==> src/rtl/erase_car_if.sv <==
// ============================================================================
// Module : erase_car_if
// Desc   : Request, map-read and VGA-plot signals of the car eraser.
// Rev    : 1.0  initial release
// ============================================================================
`default_nettype none

interface erase_car_if;
  logic        start;
  logic [7:0]  iX;
  logic [6:0]  iY;
  logic [2:0]  iDir;
  logic [14:0] mem_addr;
  logic        mem_re;
  logic [8:0]  mem_rdata;
  logic [7:0]  oX;
  logic [6:0]  oY;
  logic [8:0]  oColour;
  logic        oPlot;
  logic        oBusy;
  logic        oDone;

  modport slave (
    input  start, iX, iY, iDir, mem_rdata,
    output mem_addr, mem_re, oX, oY, oColour, oPlot, oBusy, oDone
  );

  modport master (
    output start, iX, iY, iDir, mem_rdata,
    input  mem_addr, mem_re, oX, oY, oColour, oPlot, oBusy, oDone
  );
endinterface

`default_nettype wire

==> src/rtl/erase_car.sv <==
// ============================================================================
// Module : erase_car
// Desc   : Replots map background over a car's bounding box (one pixel/cycle).
//          ERASE_DEBUG_FILL_EN: suppress map reads, plot DEBUG_COLOUR instead.
// Rev    : 1.0  initial release
// ============================================================================
`default_nettype none

module erase_car #(
  parameter int         MEM_LATENCY  = 2,
  parameter int         SCREEN_W     = 160,
  parameter int         SCREEN_H     = 120,
  parameter logic [8:0] DEBUG_COLOUR = 9'h1C7
) (
  input  logic       clk,
  input  logic       resetn,
  erase_car_if.slave bus
);

  localparam logic [2:0] c_S_IDLE  = 3'd0;
  localparam logic [2:0] c_S_LOAD  = 3'd1;
  localparam logic [2:0] c_S_SCAN  = 3'd2;
  localparam logic [2:0] c_S_DRAIN = 3'd3;
  localparam logic [2:0] c_S_DONE  = 3'd4;

  logic [2:0]  r_state;
  logic [7:0]  r_rx;
  logic [6:0]  r_ry;
  logic [2:0]  r_rdir;
  logic [3:0]  r_cx;
  logic [3:0]  r_cy;
  logic [2:0]  r_drain;
  logic        r_mem_re;
  logic [14:0] r_mem_addr;
  logic [15:0] r_pipe [0:MEM_LATENCY];
  logic [7:0]  r_hold_x;
  logic [6:0]  r_hold_y;
  logic [8:0]  r_hold_colour;
  logic        r_busy;
  logic        r_done;

  logic [3:0]  w_w;
  logic [3:0]  w_h;
  logic [8:0]  w_px;
  logic [7:0]  w_py;
  logic        w_in;
  logic [14:0] w_addr;
  logic [15:0] w_out;
  logic [8:0]  w_colour;

  // Horizontal (0/4), vertical (2/6) or diagonal (odd) sprite footprint
  always_comb begin
    w_w = 4'd15;
    w_h = 4'd15;
    if (!r_rdir[0]) begin
      if (r_rdir[1]) begin
        w_w = 4'd8;
        w_h = 4'd14;
      end else begin
        w_w = 4'd14;
        w_h = 4'd8;
      end
    end
  end

  // Widened sums so a box hanging off the right/bottom edge is clipped, not wrapped
  assign w_px   = {1'b0, r_rx} + {5'd0, r_cx};
  assign w_py   = {1'b0, r_ry} + {4'd0, r_cy};
  assign w_in   = (r_state == c_S_SCAN) && (w_px < 9'(SCREEN_W)) && (w_py < 8'(SCREEN_H));
  assign w_addr = 15'(w_px) + 15'(w_py) * 15'(SCREEN_W);

  always_ff @(posedge clk) begin
    if (!resetn) begin
      r_state <= c_S_IDLE;
      r_rx    <= '0;
      r_ry    <= '0;
      r_rdir  <= '0;
      r_cx    <= '0;
      r_cy    <= '0;
      r_drain <= '0;
      r_busy  <= 1'b0;
      r_done  <= 1'b0;
    end else begin
      r_busy <= (r_state != c_S_IDLE) && (r_state != c_S_DONE);
      r_done <= (r_state == c_S_DONE);
      case (r_state)
        c_S_IDLE: begin
          if (bus.start) r_state <= c_S_LOAD;
        end
        c_S_LOAD: begin
          r_rx    <= bus.iX;
          r_ry    <= bus.iY;
          r_rdir  <= bus.iDir;
          r_cx    <= '0;
          r_cy    <= '0;
          r_state <= c_S_SCAN;
        end
        c_S_SCAN: begin
          if (r_cx == w_w - 4'd1) begin
            r_cx <= '0;
            if (r_cy == w_h - 4'd1) begin
              r_drain <= '0;
              r_state <= c_S_DRAIN;
            end else begin
              r_cy <= r_cy + 4'd1;
            end
          end else begin
            r_cx <= r_cx + 4'd1;
          end
        end
        c_S_DRAIN: begin
          if (r_drain == 3'(MEM_LATENCY - 1)) r_state <= c_S_DONE;
          else r_drain <= r_drain + 3'd1;
        end
        c_S_DONE: r_state <= c_S_IDLE;
        default:  r_state <= c_S_IDLE;
      endcase
    end
  end

  // Stage 0 issues the read; stage MEM_LATENCY meets the returned colour
  always_ff @(posedge clk) begin
    if (!resetn) begin
      r_mem_re      <= 1'b0;
      r_mem_addr    <= '0;
      r_hold_x      <= '0;
      r_hold_y      <= '0;
      r_hold_colour <= '0;
      for (int k = 0; k <= MEM_LATENCY; k++) r_pipe[k] <= '0;
    end else begin
`ifdef ERASE_DEBUG_FILL_EN
      r_mem_re <= 1'b0;
`else
      r_mem_re <= w_in;
`endif
      if (w_in) r_mem_addr <= w_addr;
      r_pipe[0] <= {w_px[7:0], w_py[6:0], w_in};
      for (int k = 1; k <= MEM_LATENCY; k++) r_pipe[k] <= r_pipe[k-1];
      if (w_out[0]) begin
        r_hold_x      <= w_out[15:8];
        r_hold_y      <= w_out[7:1];
        r_hold_colour <= w_colour;
      end
    end
  end

  assign w_out = r_pipe[MEM_LATENCY];

`ifdef ERASE_DEBUG_FILL_EN
  assign w_colour = DEBUG_COLOUR;
`else
  assign w_colour = bus.mem_rdata;
`endif

  assign bus.mem_re   = r_mem_re;
  assign bus.mem_addr = r_mem_addr;
  assign bus.oPlot    = w_out[0];
  assign bus.oX       = w_out[0] ? w_out[15:8] : r_hold_x;
  assign bus.oY       = w_out[0] ? w_out[7:1]  : r_hold_y;
  assign bus.oColour  = w_out[0] ? w_colour    : r_hold_colour;
  assign bus.oBusy    = r_busy;
  assign bus.oDone    = r_done;

endmodule

`default_nettype wire

==> src/flat_wrapper.sv <==
// flat-port wrapper written by rule: the top's interface ports become plain ports
module erase_car_flat 
#(
  parameter int         MEM_LATENCY  = 2,
  parameter int         SCREEN_W     = 160,
  parameter int         SCREEN_H     = 120,
  parameter logic [8:0] DEBUG_COLOUR = 9'h1C7
)
  (clk, resetn, bus_start, bus_iX, bus_iY, bus_iDir, bus_mem_rdata, bus_mem_addr, bus_mem_re, bus_oX, bus_oY, bus_oColour, bus_oPlot, bus_oBusy, bus_oDone);
  erase_car_if bus_i ();
  input  logic clk;
  input  logic resetn;
  input wire logic [$bits(bus_i.start)-1:0] bus_start;
  input wire logic [$bits(bus_i.iX)-1:0] bus_iX;
  input wire logic [$bits(bus_i.iY)-1:0] bus_iY;
  input wire logic [$bits(bus_i.iDir)-1:0] bus_iDir;
  input wire logic [$bits(bus_i.mem_rdata)-1:0] bus_mem_rdata;
  output wire logic [$bits(bus_i.mem_addr)-1:0] bus_mem_addr;
  output wire logic [$bits(bus_i.mem_re)-1:0] bus_mem_re;
  output wire logic [$bits(bus_i.oX)-1:0] bus_oX;
  output wire logic [$bits(bus_i.oY)-1:0] bus_oY;
  output wire logic [$bits(bus_i.oColour)-1:0] bus_oColour;
  output wire logic [$bits(bus_i.oPlot)-1:0] bus_oPlot;
  output wire logic [$bits(bus_i.oBusy)-1:0] bus_oBusy;
  output wire logic [$bits(bus_i.oDone)-1:0] bus_oDone;
  assign bus_i.start = bus_start;
  assign bus_i.iX = bus_iX;
  assign bus_i.iY = bus_iY;
  assign bus_i.iDir = bus_iDir;
  assign bus_i.mem_rdata = bus_mem_rdata;
  assign bus_mem_addr = bus_i.mem_addr;
  assign bus_mem_re = bus_i.mem_re;
  assign bus_oX = bus_i.oX;
  assign bus_oY = bus_i.oY;
  assign bus_oColour = bus_i.oColour;
  assign bus_oPlot = bus_i.oPlot;
  assign bus_oBusy = bus_i.oBusy;
  assign bus_oDone = bus_i.oDone;
  erase_car #(.MEM_LATENCY(MEM_LATENCY), .SCREEN_W(SCREEN_W), .SCREEN_H(SCREEN_H), .DEBUG_COLOUR(DEBUG_COLOUR)) u_core (.clk(clk), .resetn(resetn), .bus(bus_i));
endmodule
==> config.mk <==
export PLATFORM = sky130hd
export DESIGN_NAME = erase_car_flat
export DESIGN_NICKNAME = d
export VERILOG_FILES = /design/src/rtl/erase_car_if.sv /design/src/rtl/erase_car.sv /design/src/flat_wrapper.sv
export SDC_FILE = /design/constraint.sdc
export NUM_CORES = 1
export LEC_CHECK = 0
export CAP_MARGIN = 10
export CORE_MARGIN = 5
export CORE_UTILIZATION = 39
export DETAILED_ROUTE_END_ITERATION = 7
export SKIP_LAST_GASP = 1
export SLEW_MARGIN = 5
export SYNTH_ARGS = -nofsm -noshare
export SYNTH_HDL_FRONTEND = slang
export SYNTH_SLANG_ARGS = --single-unit
==> constraint.sdc <==
create_clock -name clk -period 4.7 [get_ports clk]
set_clock_uncertainty 0.15 [all_clocks]
set_input_delay 0.94 -clock clk [delete_from_list [all_inputs] [get_ports clk]]
set_output_delay 0.94 -clock clk [all_outputs]
set_load 0.02 [all_outputs]
# --- Word level (Yosys, flattened, before mapping) ---
# Memory sizes are Yosys's and may differ from the RTL's.
# Index checks and enable logic that the tools add are counted.
op_classes:
  addsub: 8
  mul: 1
  order_cmp: 2
  n_eq_ne: 14
  n_mux: 26
  bitwise_logic: 3
  reduce_logical: 10
op_table:
  columns: ["cell", "count"]
  rows:
  - ["16-bit two-way mux", 3]
  - ["3-bit two-way mux", 11]
  - ["4-bit one-hot mux with 2 select lines", 2]
  - ["9-bit by 15-bit adder with 15-bit output", 1]
  - ["4-bit two-way mux", 3]
  - ["3-bit one-hot mux with 4 select lines", 1]
  - ["8-bit by 3-bit multiplier with 10-bit output, second input constant", 1]
  - ["2-bit != test, second input constant", 5]
  - ["8-bit by 4-bit adder with 9-bit output", 1]
  - ["9-bit by 8-bit less-than comparator with 1-bit output, second input constant", 1]
  - ["9-bit two-way mux", 1]
  - ["4-bit by 1-bit adder with 4-bit output, second input constant", 2]
  - ["7-bit by 4-bit adder with 8-bit output", 1]
  - ["4-bit equality test", 2]
  - ["8-bit by 7-bit less-than comparator with 1-bit output, second input constant", 1]
  - ["8-bit two-way mux", 1]
  - ["4-bit AND reduction", 2]
  - ["4-bit by 1-bit subtractor with 4-bit output, second input constant", 2]
  - ["7-bit two-way mux", 1]
  - ["3-bit by 1-bit equality test with 1-bit output, second input constant", 2]
  - ["3-bit by 2-bit equality test with 1-bit output, second input constant", 2]
  - ["3-bit one-hot mux with 2 select lines", 1]
  - ["2-bit nonzero test", 2]
  - ["3-bit by 1-bit adder with 3-bit output, second input constant", 1]
  - ["9 further kinds", 14]
word_totals:
  register_bits: 73
  ram_bits: 48
  elab_cells: 79
  memories: 1
mem_list:
  columns: ["name", "words", "word_bits", "read_ports", "rd_clocked_by_memory_dff", "write_ports", "line_no", "rtl"]
  rows:
  - ["u_core.r_pipe", 3, 16, 3, 0, 3, "erase_car.sv:35", "logic [15:0] r_pipe [0:MEM_LATENCY];"]

# --- Logic depth before layout (Yosys ltp) ---
logic_depth:
  ltp_word: 7
  mapped_depth: 15
  ltp_nobuf: 15

# --- Least setup slack after synthesis ---
# OpenSTA, ideal clock, no wires.
synth_path:
  path_type: "register -> register"
  from: "register u_core.r_cy[0]"
  to: "register u_core.r_mem_addr[14] (netlist: u_core.bus.mem_addr[14])"
  setup_time_ns: 0.091
  t_arrival_ns: 3.354
  slack_ns: 1.105
  stages_incl_launch_ff: 13
  n_path_buf: 0
  period_less_slack_ns: 3.595
  cell_sequence: "dfxtp_1 > ha_1 > fa_1 > nand3_1 > nand3_1 > and3_1 > or2_2 > fa_1 > xor2_1 > or2_2 > nor3b_1 > o2111ai_1 > a311oi_1"
synth_between:
  elab_chain_len: 3
  elab_cells_between_ends: 5
  cone_classes: "add/sub (2); mul (1); order compare (1); reduce/logical (1)"
synth_lines:
  columns: ["item", "line_no", "rtl"]
  rows:
  - ["from (decl)", "erase_car.sv:31", "logic [3:0] r_cy;"]
  - ["from (signal assigned)", "erase_car.sv:105", "r_cy <= r_cy + 4'd1;"]
  - ["7-bit by 4-bit adder with 8-bit output (*)", "erase_car.sv:68", "assign w_py = {1'b0, r_ry} + {4'd0, r_cy};"]
  - ["8-bit by 3-bit multiplier with 10-bit output / 8-bit by 7-bit less-than comparator with 1-bit output (equally long branches)", "erase_car.sv:70, erase_car.sv:69", null]
  - ["9-bit by 15-bit adder with 15-bit output / 1-bit logical AND (equally long branches)", "erase_car.sv:70, erase_car.sv:69", null]
  - ["to (signal assigned)", "erase_car.sv:136", "if (w_in) r_mem_addr <= w_addr;"]
  - ["to (decl)", "erase_car.sv:34", "logic [14:0] r_mem_addr;"]
# Mark *: on every way between the ends. The rest lies on a longest branch, timed or not.
# A chain may end at the register's enable or synchronous reset.

# --- Final worst setup path ---
# Ends and elaborated chain as after synthesis.

==> qor.txt <==
CTS Hold Bufs - 0
Sw Share - 0.2320
Minimum clock period - 3.957 ns
RSZ-0062 raised after global routing - no
Top post-synthesis cells by area - dfxtp_1 46%, and2_1 8.1%, ha_1 6.4%
Post-layout util - 0.4983
Die width - 126.1 um
Routed WL per cell - 13.44 um
Clock root cell - clkbuf_16
Number of synthesized flops with an enable pin - 0
Unique masters post-synth - 59
Core area - 13240 um2
Io pins - 73
Starting density of the core - 0.3967
Max VDD drop - 0.2289 mV
CTS clk-pin slew, worst paths - 0.05 ns
H-tree levels - 4
Postcts setup bufs - 0
Overall power - 2.398 mW
Layout cells sized above 1 - 0.1182
Initial antenna violation count - 0
Gpl congestion - 0.7881
Achievable Freq - 252.7 MHz
Combinational share of power - 0.080
Sum Neg Setup Slack - 0 ns
Max-cap violations - 0
Worst Max-Slew Pin Slew - 1.090 ns
I/O Buffers - 71
Final net count - 676
Commonest non-fill, non-tap cell in the layout - dfxtp_1
Syn_nets - 608
Std-Cell Rows - 42
Prevailing post-synth register cell - dfxtp_1
Crit. End Element - register
Routed wire length - 10.78 mm
Syn Area/Cell - 9.605 um2
Clock Path Buffers - 2
Seq/Total Area, Yosys - 0.4573
Max incr delay on CP - 0.42 ns
Final Max Slew Viols - 0
Die area - 15890 um2
Vias - 3884
Clk sinks - 120
CP cell instances - ha_1 -> fa_1 -> nand3_1 -> nand3_1 -> and3_1 -> or2_2 -> inv_1 -> ha_1 -> a211oi_1 -> nor2_1 -> xor2_1 -> nor3b_1 -> o2111ai_1 -> a311oi_1
CP Data Required Time - 4.87 ns
Critical Path AT - 4.12 ns
Status - finished, final reports clean
Delay-heaviest family, CP - simple AND/OR/NAND/NOR gates
First DRT Iteration DRCs - 184
Post-synth design cell area - 5254 um2
Mapped Cells - 547
Drt drc - 0
Die H - 126.1 um
Power Density - 363.4 nW/um2
Kind of critical path - reg -> reg
Skew-Pair Late Insertion Delay - 0.41 ns
Ys async rst share - 0
CP max-delay cell - fa_1
Synth warnings - 0
DP Wirelength - 7.725 mm
Synth-to-layout area growth - 25.60%
Final hold vios - 0
Psw - 0.5562 mW
P_int - 1.842 mW
Crit-path max FO - 7
Critical Path Start Type - register
CTS tree - yes
# setup viols final - 0
Post-synth top area share - 0.4573
First-pass GRT wire length - 18.36 mm
TritonRoute pass-1 iters - 4
Flop pwr share - 0.446
Largest net degree at the start of global routing - 74
Pleak - 2.572 nW
Tcrit/Tclk final - 0.8420
Clock power share - 0.475
Antenna Cells - 0
Synth Register Bits - 120
CTS resizes - 0
GRT Residual Overflow - 0
Number of global-route vias before repair - 3949
WP buf/inv - 1
Hold crit path type - reg -> reg
Area leader, netlist - dfxtp_1
Vias per inst - 4.843
Final ANT Viol Nets - 0
GR Util All Layers - 0.1418
Commonest non-fill, non-tap cells in the layout - 120 x dfxtp_1, 70 x clkdlybuf4s50_1, 68 x and2_1
Rel. slew slack - 0.2704
TritonCTS buffer count - 17
==> cell families (layout without fill, tap and decap cells) <==
group,count (synthesis),after routing,share of synthesized area
AOI/OAI and AO/OA,105,105,0.1322
xor gates and xnor gates,19,19,0.03167
adders and majority gates,31,31,0.07954
buffers and inverters,45,124,0.03811
DFF,120,120,0.4573
muxes,26,26,0.05549
and+or+nand+nor,201,201,0.2058
==> Yosys cell counts, types with 2 or more instances <==
cell / count
nand3_1: 16
inv_1: 21
a31o_2: 2
o21ai_1: 6
or2_2: 3
nand3b_1: 4
dfxtp_1: 120
nor2_2: 2
or3_1: 4
o22ai_1: 2
a21oi_2: 2
a211oi_1: 6
xor2_1: 7
nor2_1: 26
o21ai_0: 11
and3_1: 6
o21a_1: 4
nand2_1: 48
nor3b_1: 2
ha_1: 27
fa_1: 4
mux2_2: 25
o2111ai_1: 3
a32oi_1: 2
clkbuf_8: 2
nor2b_1: 6
clkbuf_1: 20
nor3_1: 4
nand2b_1: 2
a21o_1: 2
and2_1: 68
o31ai_1: 2
o21bai_1: 2
nor4_1: 2
a311o_1: 2
a211oi_2: 3
a21oi_1: 46
xnor2_1: 12
==> stage by stage <==
stage	hold WS, ns	cells	setup slack, ns	instance area [um2]
after detailed placement	0.2677	772	0.7491	6073
final	0.2757	802	0.7426	6599
after global placement	0.2685	772	0.8279	6073
after global routing	0.2909	802	0.3757	6599
after CTS	0.2765	802	0.7158	6599
after floorplan	0.2619	547	1.105	5254
==> flip-flops by register name, summed over array words and instances, names as in the netlist, 2 cells and up <==
signal                flops
u_core.r_hold_y           7
u_core.r_rx               8
u_core.r_drain            3
u_core.r_hold_x           8
u_core.r_rdir             2
u_core.bus.mem_addr      15
u_core.r_state            3
u_core.r_cx               4
u_core.r_pipe            48
u_core.r_ry               7
u_core.r_hold_colour      9
u_core.r_cy               4
==> power by group through the flow <==
| stage | logic [mW] | clock network, mW | registers (mW) |
|---|---|---|---|
| final | 0.192 | 1.14 | 1.07 |
| after global routing | 0.213 | 1.22 | 1.07 |
| after CTS | 0.194 | 1.17 | 1.07 |
| after detailed placement | 0.194 | 0 | 1.09 |
| after global placement | 0.191 | 0 | 1.09 |
| after floorplan | 0.119 | 0 | 1.09 |
==> path summary, 6_finish.rpt <==
| kind | start | endpoint | slack (ns) | depth (start not counted) |
|---|---|---|---|---|
| max | u_core.r_cy[0] | u_core.bus.mem_addr[14] | 0.74 | 14 |
| min | u_core.r_pipe[0][7] | u_core.r_pipe[0][23] | 0.28 | 1 |
| max reg2reg | u_core.r_cy[0] | u_core.bus.mem_addr[14] | 0.74 | 14 |
| min reg2reg | u_core.r_pipe[0][7] | u_core.r_pipe[0][23] | 0.28 | 1 |
==> worst register-to-register path, delay by kind of cell (launching register included) <==
family          cells  cell delay (ns)
xor+xnor            1             0.24
flops               1             0.36
simple gates        6             1.34
fa+ha+maj           3             0.91
buf+inv             1             0.07
compound gates      3             0.79
==> routing by layer <==
metal | wire (um) | GRT usage | share of wire
met3 | 572 | 0.04869 | 0.053
met2 | 5041 | 0.2391 | 0.47
met5 | 0 | 0 | 0
met1 | 5016 | 0.1668 | 0.47
met4 | 148 | 0.05300 | 0.014
==> layout make-up <==
type	count	area, um2
timing repair buffer	73	720.7
multi-input combinational	382	2651
inverter	21	78.83
clock buffer	23	478.0
sequential	120	2402
clock inverter	7	47.55
fill	1242	6644
tap	176	220.2
(Power assumes the default switching activity.)
